### src/rtl/dmem_arbiter_if.sv
// Bundle of the two requester ports (C = CPU, D = DMA/loader) and the data-memory port.
// d_lock exists only when DMEM_ARB_LOCK_EN is defined.
interface dmem_arbiter_if #(
   parameter int ADDR_W = 64,
   parameter int DATA_W = 64
);
   logic              c_req;
   logic              c_we;
   logic [ADDR_W-1:0] c_addr;
   logic [DATA_W-1:0] c_wdata;
   logic              c_gnt;
   logic              c_rvalid;
   logic [DATA_W-1:0] c_rdata;

   logic              d_req;
   logic              d_we;
   logic [ADDR_W-1:0] d_addr;
   logic [DATA_W-1:0] d_wdata;
   logic              d_gnt;
   logic              d_rvalid;
   logic [DATA_W-1:0] d_rdata;
`ifdef DMEM_ARB_LOCK_EN
   logic              d_lock;
`endif

   logic [ADDR_W-1:0] m_addr;
   logic [DATA_W-1:0] m_wdata;
   logic              m_rd;
   logic              m_wr;
   logic [DATA_W-1:0] m_rdata;

   modport master (
`ifdef DMEM_ARB_LOCK_EN
      input  d_lock,
`endif
      input  c_req, c_we, c_addr, c_wdata,
      output c_gnt, c_rvalid, c_rdata,
      input  d_req, d_we, d_addr, d_wdata,
      output d_gnt, d_rvalid, d_rdata,
      output m_addr, m_wdata, m_rd, m_wr,
      input  m_rdata
   );

   modport slave (
`ifdef DMEM_ARB_LOCK_EN
      output d_lock,
`endif
      output c_req, c_we, c_addr, c_wdata,
      input  c_gnt, c_rvalid, c_rdata,
      output d_req, d_we, d_addr, d_wdata,
      input  d_gnt, d_rvalid, d_rdata,
      input  m_addr, m_wdata, m_rd, m_wr,
      output m_rdata
   );
endinterface

### src/rtl/dmem_arbiter.sv
// Round-robin arbiter sharing one data-memory port between the CPU (C) and DMA/loader (D).
// Optional macro DMEM_ARB_LOCK_EN adds d_lock so the loader can hold the port for atomic bursts.
module dmem_arbiter #(
   parameter int ADDR_W  = 64,
   parameter int DATA_W  = 64,
   parameter int MEM_LAT = 1
) (
   input  logic           CLK,
   input  logic           resetl,
   dmem_arbiter_if.master bus
);
   typedef enum logic [1:0] {
      ST_IDLE  = 2'd0,
      ST_ISSUE = 2'd1,
      ST_WAIT  = 2'd2,
      ST_DONE  = 2'd3
   } state_t;

   localparam logic [2:0] CNT_INIT = 3'(MEM_LAT - 1);

   state_t            state_r, state_s;
   logic              owner_r;    // 1 = D owns the current access
   logic              we_r;
   logic              last_d_r;   // 1 = D was served last
   logic [2:0]        cnt_r;
   logic [ADDR_W-1:0] m_addr_r;
   logic [DATA_W-1:0] m_wdata_r;
   logic              m_rd_r, m_wr_r;
   logic              c_rvalid_r, d_rvalid_r;
   logic [DATA_W-1:0] c_rdata_r, d_rdata_r;

   logic              grant_c_s, grant_d_s, d_prio_s, sel_we_s;
   logic [ADDR_W-1:0] sel_addr_s;
   logic [DATA_W-1:0] sel_wdata_s;

`ifdef DMEM_ARB_LOCK_EN
   logic              lock_r;
   assign d_prio_s = lock_r & bus.d_lock;
`else
   assign d_prio_s = 1'b0;
`endif

   // Next-state and grant decode; grants only leave IDLE and never during reset
   always_comb begin
      state_s   = state_r;
      grant_c_s = 1'b0;
      grant_d_s = 1'b0;
      case (state_r)
         ST_IDLE: begin
            if (resetl) begin
               state_s = ST_IDLE;
            end else if (d_prio_s) begin
               grant_d_s = bus.d_req;
               state_s   = bus.d_req ? ST_ISSUE : ST_IDLE;
            end else if (bus.c_req && (!bus.d_req || last_d_r)) begin
               grant_c_s = 1'b1;
               state_s   = ST_ISSUE;
            end else if (bus.d_req) begin
               grant_d_s = 1'b1;
               state_s   = ST_ISSUE;
            end else begin
               state_s = ST_IDLE;
            end
         end
         ST_ISSUE: state_s = we_r ? ST_DONE : ST_WAIT;
         ST_WAIT:  state_s = (cnt_r == 3'd0) ? ST_DONE : ST_WAIT;
         ST_DONE:  state_s = ST_IDLE;
         default:  state_s = ST_IDLE;
      endcase
   end

   // Request fields of the winning port
   always_comb begin
      if (grant_d_s) begin
         sel_we_s    = bus.d_we;
         sel_addr_s  = bus.d_addr;
         sel_wdata_s = bus.d_wdata;
      end else begin
         sel_we_s    = bus.c_we;
         sel_addr_s  = bus.c_addr;
         sel_wdata_s = bus.c_wdata;
      end
   end

   // Sequencer state, latched request, memory strobes and completion registers
   always_ff @(posedge CLK) begin
      if (resetl) begin
         state_r    <= ST_IDLE;
         owner_r    <= 1'b0;
         we_r       <= 1'b0;
         last_d_r   <= 1'b1;
         cnt_r      <= 3'd0;
         m_addr_r   <= '0;
         m_wdata_r  <= '0;
         m_rd_r     <= 1'b0;
         m_wr_r     <= 1'b0;
         c_rvalid_r <= 1'b0;
         d_rvalid_r <= 1'b0;
         c_rdata_r  <= '0;
         d_rdata_r  <= '0;
`ifdef DMEM_ARB_LOCK_EN
         lock_r     <= 1'b0;
`endif
      end else begin
         state_r <= state_s;
         if (grant_c_s || grant_d_s) begin
            owner_r <= grant_d_s;
            we_r    <= sel_we_s;
         end
         // m_addr/m_wdata double as the latched request and are only non-zero in ISSUE
         m_rd_r     <= (grant_c_s || grant_d_s) && !sel_we_s;
         m_wr_r     <= (grant_c_s || grant_d_s) && sel_we_s;
         m_addr_r   <= (grant_c_s || grant_d_s) ? sel_addr_s : '0;
         m_wdata_r  <= (grant_c_s || grant_d_s) ? sel_wdata_s : '0;
         c_rvalid_r <= (state_s == ST_DONE) && !owner_r;
         d_rvalid_r <= (state_s == ST_DONE) && owner_r;
         if (state_r == ST_ISSUE) begin
            cnt_r <= CNT_INIT;
         end else if (state_r == ST_WAIT && cnt_r != 3'd0) begin
            cnt_r <= cnt_r - 3'd1;
         end
         if (state_r == ST_WAIT && cnt_r == 3'd0) begin
            if (owner_r) d_rdata_r <= bus.m_rdata;
            else         c_rdata_r <= bus.m_rdata;
         end
         if (state_r == ST_DONE) begin
`ifdef DMEM_ARB_LOCK_EN
            // A locked D completion keeps the pointer so D stays in front
            if (owner_r && bus.d_lock) lock_r <= 1'b1;
            else                       last_d_r <= owner_r;
`else
            last_d_r <= owner_r;
`endif
         end
`ifdef DMEM_ARB_LOCK_EN
         if (state_r == ST_IDLE && !bus.d_lock) lock_r <= 1'b0;
`endif
      end
   end

   assign bus.c_gnt    = grant_c_s;
   assign bus.d_gnt    = grant_d_s;
   assign bus.c_rvalid = c_rvalid_r;
   assign bus.d_rvalid = d_rvalid_r;
   assign bus.c_rdata  = c_rdata_r;
   assign bus.d_rdata  = d_rdata_r;
   assign bus.m_addr   = m_addr_r;
   assign bus.m_wdata  = m_wdata_r;
   assign bus.m_rd     = m_rd_r;
   assign bus.m_wr     = m_wr_r;
endmodule

### src/flat_wrapper.sv
// flat-port wrapper written by rule: the top's interface ports become plain ports
module dmem_arbiter_flat 
#(
   parameter int ADDR_W  = 64,
   parameter int DATA_W  = 64,
   parameter int MEM_LAT = 1
)
  (CLK, resetl, bus_c_req, bus_c_we, bus_c_addr, bus_c_wdata, bus_c_gnt, bus_c_rvalid, bus_c_rdata, bus_d_req, bus_d_we, bus_d_addr, bus_d_wdata, bus_d_gnt, bus_d_rvalid, bus_d_rdata, bus_m_addr, bus_m_wdata, bus_m_rd, bus_m_wr, bus_m_rdata);
  dmem_arbiter_if #(.ADDR_W(ADDR_W), .DATA_W(DATA_W)) bus_i ();
  input  logic CLK;
  input  logic resetl;
  input wire logic [$bits(bus_i.c_req)-1:0] bus_c_req;
  input wire logic [$bits(bus_i.c_we)-1:0] bus_c_we;
  input wire logic [$bits(bus_i.c_addr)-1:0] bus_c_addr;
  input wire logic [$bits(bus_i.c_wdata)-1:0] bus_c_wdata;
  output wire logic [$bits(bus_i.c_gnt)-1:0] bus_c_gnt;
  output wire logic [$bits(bus_i.c_rvalid)-1:0] bus_c_rvalid;
  output wire logic [$bits(bus_i.c_rdata)-1:0] bus_c_rdata;
  input wire logic [$bits(bus_i.d_req)-1:0] bus_d_req;
  input wire logic [$bits(bus_i.d_we)-1:0] bus_d_we;
  input wire logic [$bits(bus_i.d_addr)-1:0] bus_d_addr;
  input wire logic [$bits(bus_i.d_wdata)-1:0] bus_d_wdata;
  output wire logic [$bits(bus_i.d_gnt)-1:0] bus_d_gnt;
  output wire logic [$bits(bus_i.d_rvalid)-1:0] bus_d_rvalid;
  output wire logic [$bits(bus_i.d_rdata)-1:0] bus_d_rdata;
  output wire logic [$bits(bus_i.m_addr)-1:0] bus_m_addr;
  output wire logic [$bits(bus_i.m_wdata)-1:0] bus_m_wdata;
  output wire logic [$bits(bus_i.m_rd)-1:0] bus_m_rd;
  output wire logic [$bits(bus_i.m_wr)-1:0] bus_m_wr;
  input wire logic [$bits(bus_i.m_rdata)-1:0] bus_m_rdata;
  assign bus_i.c_req = bus_c_req;
  assign bus_i.c_we = bus_c_we;
  assign bus_i.c_addr = bus_c_addr;
  assign bus_i.c_wdata = bus_c_wdata;
  assign bus_c_gnt = bus_i.c_gnt;
  assign bus_c_rvalid = bus_i.c_rvalid;
  assign bus_c_rdata = bus_i.c_rdata;
  assign bus_i.d_req = bus_d_req;
  assign bus_i.d_we = bus_d_we;
  assign bus_i.d_addr = bus_d_addr;
  assign bus_i.d_wdata = bus_d_wdata;
  assign bus_d_gnt = bus_i.d_gnt;
  assign bus_d_rvalid = bus_i.d_rvalid;
  assign bus_d_rdata = bus_i.d_rdata;
  assign bus_m_addr = bus_i.m_addr;
  assign bus_m_wdata = bus_i.m_wdata;
  assign bus_m_rd = bus_i.m_rd;
  assign bus_m_wr = bus_i.m_wr;
  assign bus_i.m_rdata = bus_m_rdata;
  dmem_arbiter #(.ADDR_W(ADDR_W), .DATA_W(DATA_W), .MEM_LAT(MEM_LAT)) u_core (.CLK(CLK), .resetl(resetl), .bus(bus_i));
endmodule
### config.mk
export PLATFORM = sky130hd
export DESIGN_NAME = dmem_arbiter_flat
export DESIGN_NICKNAME = d
export VERILOG_FILES = /design/src/rtl/dmem_arbiter_if.sv /design/src/rtl/dmem_arbiter.sv /design/src/flat_wrapper.sv
export SDC_FILE = /design/constraint.sdc
export NUM_CORES = 1
export LEC_CHECK = 0
export CORE_AREA = 2 2 232 234
export DETAILED_ROUTE_END_ITERATION = 6
export DIE_AREA = 0 0 234 236
export PLACE_DENSITY = 0.51
export SYNTH_ARGS = -nofsm -noshare
export SYNTH_HDL_FRONTEND = slang
export SYNTH_SLANG_ARGS = --single-unit
### constraint.sdc
create_clock -name CLK -period 4.2 [get_ports CLK]
set_clock_uncertainty 0.05 [all_clocks]
set_input_delay 0.63 -clock CLK [delete_from_list [all_inputs] [get_ports CLK]]
set_output_delay 0.63 -clock CLK [all_outputs]
set_load 0.02 [all_outputs]
==> results of run 1 <==
[worst max-delay path, stage by stage]
cell and delay (ns):
clkdlybuf4s50_1 0.55, and2_4 0.44, nor2_1 0.12, clkdlybuf4s50_1 0.55
[per-layer routing]
metal	up-vias	track usage, %	routed length (um)
met5	-	0	101
met3	103	6.867	4784
met2	442	26.67	21830
li1	5149	-	-
met1	4923	16.36	16930
met4	14	9.820	2842
[power groups by stage]
| stage | sequential (mW) | clock [mW] | combinational [mW] |
|---|---|---|---|
| 5_1_grt | 2.77 | 3.15 | 1.41 |
| 6_report | 2.75 | 2.95 | 1.32 |
| 3_5_place_dp | 2.81 | 0 | 1.33 |
| 3_3_place_gp | 2.81 | 0 | 1.32 |
| 4_1_cts | 2.75 | 3.05 | 1.34 |
| 2_1_floorplan | 2.98 | 0 | 0.385 |
[metrics by stage]
step	setup slack, ns	instances
global route	1.062	2450
floorplan	2.111	1205
global placement	1.110	2390
CTS	1.149	2448
detailed placement	1.063	2390
finish	1.213	2451
[worst paths after layout]
kind                                            start                                   to  slack, ns  cells past startpoint
setup / recovery                            bus_c_req                            bus_d_gnt       1.21                      4
hold / removal    u_core.bus.c_rdata[18]$_SDFFE_PP0P_  u_core.bus.c_rdata[18]$_SDFFE_PP0P_       0.40                      2
setup reg to reg         u_core.state_r[0]$_SDFF_PP0_     u_core.bus.m_addr[20]$_SDFF_PP0_       1.55                      7
hold reg to reg   u_core.bus.c_rdata[18]$_SDFFE_PP0P_  u_core.bus.c_rdata[18]$_SDFFE_PP0P_       0.40                      2
[cell usage in the layout, fill, tap and decap left out, types with 5 or more instances in the layout]
cell type / synthesis / final
ha_1: 6 / 6
buf_12: 0 / 5
dfxtp_1: 268 / 268
o21ai_1: 43 / 43
o21ai_0: 86 / 86
clkdlybuf4s50_1: 0 / 586
clkbuf_1: 15 / 6
clkbuf_8: 0 / 6
nand3_1: 129 / 129
inv_1: 5 / 5
clkbuf_16: 0 / 34
a21oi_1: 263 / 263
nand2_1: 260 / 259
clkinv_2: 0 / 5
buf_4: 14 / 12
[flip-flops by register name (all words and copies together) (netlist names)]
name	count
u_core.bus.d_rvalid	1
u_core.cnt_r	3
u_core.we_r	1
u_core.last_d_r	1
u_core.bus.d_rdata	64
u_core.bus.c_rvalid	1
u_core.owner_r	1
u_core.state_r	2
u_core.bus.m_rd	1
u_core.bus.c_rdata	64
u_core.bus.m_wdata	64
u_core.bus.m_wr	1
u_core.bus.m_addr	64
[cell families after synthesis]
kind of cell | count (synthesis)
compound gates | 398
buf+inv | 119
flops | 268
simple gates | 413
mux | 1
fa+ha+maj | 6
[area by class of cell]
type	count	area share [%]
diodes	3	0.04322
clock buffers	46	5.504
clock inverters	12	0.9077
inverters	5	0.1081
multi-input cells	818	22.66
flip-flops and latches	268	30.89
well taps	696	5.014
repair buffers	603	34.87
==> flow_summary.yaml, run 1 <==
critical_path:
  path_max_fanout: 42
  critPathArrivalTime_ns: 2.31
  crit_path_end_kind: "output pin"
  startpoint_type: "input pin"
  crit_type: "in -> out"
  required_ns: 3.52
synthesis:
  synth_area_um2: 9912
  synth_xor_area_share_pct: 0
  yosysMostFrequentCell: "dfxtp_1"
  async_flop_share_pct: 0
  ys_seq_elements: 268
  yosysSeqAreaShare_pct: 54.13
  yosysUniqueCellTypes: 35
  syn_inst: 1205
  synth_compound_area_share_pct: 20.36
  synthMuxAreaShare_pct: 0.1010
  synth.avg_cell_area_um2: 8.226
  synth_fa_ha_area_share_pct: 0.7574
  synthFlopType: "dfxtp_1"
  yosys.area.top_type_share_pct: 54.13
  yosysWarningCount: 0
  synthSimpleGateAreaFrac_pct: 18.13
  synth_top_family_by_area: "compound AO/OA/AOI/OAI gates"
  syn_nets: 1537
  netlist_top_cells_count: "dfxtp_1 (268), a21oi_1 (263), nand2_1 (260), nand3_1 (129), o21ai_0 (86)"
  synth_edf_count: 0
  synthTopCellsByArea: "dfxtp_1 (54%), a21oi_1 (13%), nand2_1 (9.8%)"
  synth_top_area_cell: "dfxtp_1"
sta:
  fin_crit_ns: 2.987
  finalSetupViolations: 0
  setup_tns_ns: 0
  slew_violations: 0
  fmax_mhz: 334.8
  rsz0062_at_grt: "no"
  finalHoldViolCount: 0
  whs_ns: 0.4029
  maxSlewHeadroom_pct: 33.78
  fin_crit_sh_pct: 71.11
  tightest_slew_ns: 0.9933
cells_and_area:
  seqCellArea_um2: 5365
  multi_input_area_um2: 3936
  area_growth_pct: 75.22
  fillers: 5568
  postLayoutCellArea_um2: 17370
  drive_above_1_share_pct: 4.509
  final_core_util_pct: 32.73
  fin_nets: 2062
clock_network:
  cts_max_level: 2
  cts_buffers: 34
  postCtsSetupBuffers: 0
  cts_hold_buffers: 0
  cts.sinks: 268
  clk-insertion-delay-late_ns: 0.53
  clockBufferDepth: 3
  root_buffer: "clkbuf_16"
  cts_resized: 0
  path_clk_slew_ns: 0.06
  cts_tree: "done"
grt:
  antenna_found_initial: 10
  grt_max_degree: 90
  grt_pass1_wl_um: 66610
  grt_pass1_vias: 10620
  overflow: 0
  grt_use_total_pct: 15.96
pwr:
  p_sw_mw: 1.910
  p_leak_nw: 5.872
  total_power_mw: 7.016
  netSwitchingFraction_pct: 27.22
  sequentialPowerShare_pct: 39.2
  p_int_mw: 5.106
  clock_power_share_pct: 42.0
  p_comb_share_pct: 18.8
  peakVddDrop_mv: 0.2475
  power.density_nw_per_um2: 403.9
run_status:
  outcome: "complete, no violations"
place:
  dp_hpwl_um: 34590
  dpl_cell_area_um2: 16250
  finalWeightedCongestion: 0.8553
  port_buffers: 587
detailed_routing:
  vias_per_cell: 4.337
  route.detailed.drc: 0
  vias: 10630
  drtIter0Drc: 436
  wl_per_cell_um: 18.97
  dr.pass1.iters: 4
  wl_um: 46490
  drtAntennaViolNets: 0
hold_path:
  hp-class: "reg -> reg"
floorplanning:
  die_area_um2: 55220
  io_pins: 588
  core_region_area_um2: 53070
  die_h_um: 236
  initial_core_util_pct: 18.68
  row_count: 85
  fp.dieW_um: 234
run:
  cap_viol_max_count: 0
Power figures use the tool's default switching activity.
==> run 2, diff against run 1 <==
--- a/config.mk
+++ b/config.mk
@@ -5,10 +5,10 @@
 export SDC_FILE = /design/constraint.sdc
 export NUM_CORES = 1
 export LEC_CHECK = 0
-export CORE_AREA = 2 2 232 234
+export CORE_AREA = 2 2 226 228
 export DETAILED_ROUTE_END_ITERATION = 6
-export DIE_AREA = 0 0 234 236
-export PLACE_DENSITY = 0.51
+export DIE_AREA = 0 0 228 230
+export PLACE_DENSITY = 0.55
 export SYNTH_ARGS = -nofsm -noshare
 export SYNTH_HDL_FRONTEND = slang
 export SYNTH_SLANG_ARGS = --single-unit
==> constraint.sdc (replaced) <==
create_clock -name CLK -period 2.4 [get_ports CLK]
set_clock_uncertainty 0.05 [all_clocks]
set_input_delay 0.36 -clock CLK [delete_from_list [all_inputs] [get_ports CLK]]
set_output_delay 0.36 -clock CLK [all_outputs]
set_load 0.02 [all_outputs]
==> run 2 against run 1 <==
  * Setup slack worse by 1.1 ns
  * Critical path depth is 2 higher
  * Non-clock buffer count is 25 higher
  * Flip-flop and latch count stayed put
  * First-iteration DRC count is 13% higher
  * Global-route usage is 0.37 points higher
  * Final area is 0.94% higher
  * Clock power is 62% higher
  * Die area is 5.0% lower
  * Sequential share of layout area is 0.27 points lower
  * Critical path type is now reg -> out
  * Critical endpoint is now bus_c_gnt
  * Largest cell class unchanged
  * Largest power group is now registers
==> flow_summary.yaml, run 2 (synthesized netlist as in run 1, its figures left out) <==
run_status:
  outcome: "complete, no violations"
cells_and_area:
  final_common_cell: "clkdlybuf4s50_1"
  final_core_util_pct: 35.16
  final_cell_mix: "clkdlybuf4s50_1 (584), dfxtp_1 (266), a21oi_1 (263)"
  postLayoutCellArea_um2: 17530
  fin_nets: 2084
  drive_above_1_share_pct: 5.859
  area_growth_pct: 76.87
sta:
  fin_crit_ns: 2.266
  fmax_mhz: 441.3
  fin_crit_sh_pct: 94.43
  setup_tns_ns: 0
  finalSetupViolations: 0
  rsz0062_at_grt: "no"
  maxSlewHeadroom_pct: 47.66
  slew_violations: 0
  whs_ns: 0.1618
  finalHoldViolCount: 0
  tightest_slew_ns: 0.7851
pwr:
  total_power_mw: 11.98
  peakVddDrop_mv: 0.5160
  p_leak_nw: 5.990
  power.density_nw_per_um2: 683.3
floorplanning:
  initial_core_util_pct: 19.88
  die_h_um: 230
  die_area_um2: 52440
  fp.dieW_um: 228
  row_count: 82
  io_pins: 588
  core_region_area_um2: 49860
detailed_routing:
  vias_per_cell: 4.394
  drtAntennaViolNets: 0
  dr.pass1.iters: 5
  drtIter0Drc: 494
  wl_um: 45170
  route.detailed.drc: 0
  vias: 10760
  wl_per_cell_um: 18.45
clock_network:
  clockBufferDepth: 3
  cts.sinks: 268
  root_buffer: "clkbuf_16"
  cts_resized: 1
  path_clk_slew_ns: 0.06
  cts_tree: "done"
  cts_hold_buffers: 0
  clk-insertion-delay-late_ns: 0.59
  cts_buffers: 31
  postCtsSetupBuffers: 0
  cts_max_level: 1
critical_path:
  startpoint_type: "register"
  path_max_fanout: 4
  critPathArrivalTime_ns: 1.86
  crit_path_end_kind: "output pin"
  crit_type: "reg -> out"
  required_ns: 1.99
place:
  port_buffers: 587
  dp_hpwl_um: 34040
  finalWeightedCongestion: 0.8804
  dpl_cell_area_um2: 16490
run:
  cap_viol_max_count: 0
grt:
  overflow: 0
  antenna_found_initial: 6
  grt_pass1_wl_um: 66160
  grt_max_degree: 130
  grt_pass1_vias: 10640
  grt_use_total_pct: 16.34
hold_path:
  hp-class: "in -> reg"
run 2: layout make-up:
class	instances	area, um2
diodes	2	5.005
clock buffers	48	919.6
clock inverters	8	108.9
fillers	5240	32330
inverters	5	18.77
multi-input cells	818	3944
flip-flops and latches	268	5368
well taps	672	840.8
repair buffers	628	6327
run 2: worst paths after layout:
kind                                                          from                             endpoint  slack, ns  cells after the start
worst max-delay path                  u_core.state_r[0]$_SDFF_PP0_                            bus_c_gnt       0.13                      6
worst min-delay path                                        resetl  u_core.bus.c_rdata[16]$_SDFFE_PP0P_       0.16                      3
worst max register to register        u_core.state_r[0]$_SDFF_PP0_  u_core.bus.c_rdata[53]$_SDFFE_PP0P_       0.36                      6
worst min register to register  u_core.bus.c_rdata[1]$_SDFFE_PP0P_   u_core.bus.c_rdata[1]$_SDFFE_PP0P_       0.40                      2
run 2: through the flow:
stage               cells  worst slack, ns
global placement     2391          0.01262
detailed placement   2391          0.06587
CTS                  2447          0.02572
finish               2449           0.1338
global route         2448          0.01895
floorplan            1205           0.8093
run 2: worst max-delay path, stage by stage (launching register included):
cell and delay [ns]:
dfxtp_2 0.32, inv_1 0.07, ha_1 0.20, buf_4 0.15
nor2b_4 0.19, and3_4 0.23, buf_12 0.11
run 2: layer usage:
metal	track usage, %	vias to the layer above	share of wire (%)
li1	-	5194	-
met5	0	-	0.12
met3	5.146	70	9.0
met4	6.270	8	3.4
met1	17.93	5016	37
met2	29.33	474	50
run 2: where the power goes:
group	switching, mW	leakage, nW	internal (mW)	total (mW)
Clock	1.95	0.508	2.84	4.79
Combinational	1.22	3.30	1.16	2.38
Sequential	0.102	2.19	4.71	4.82
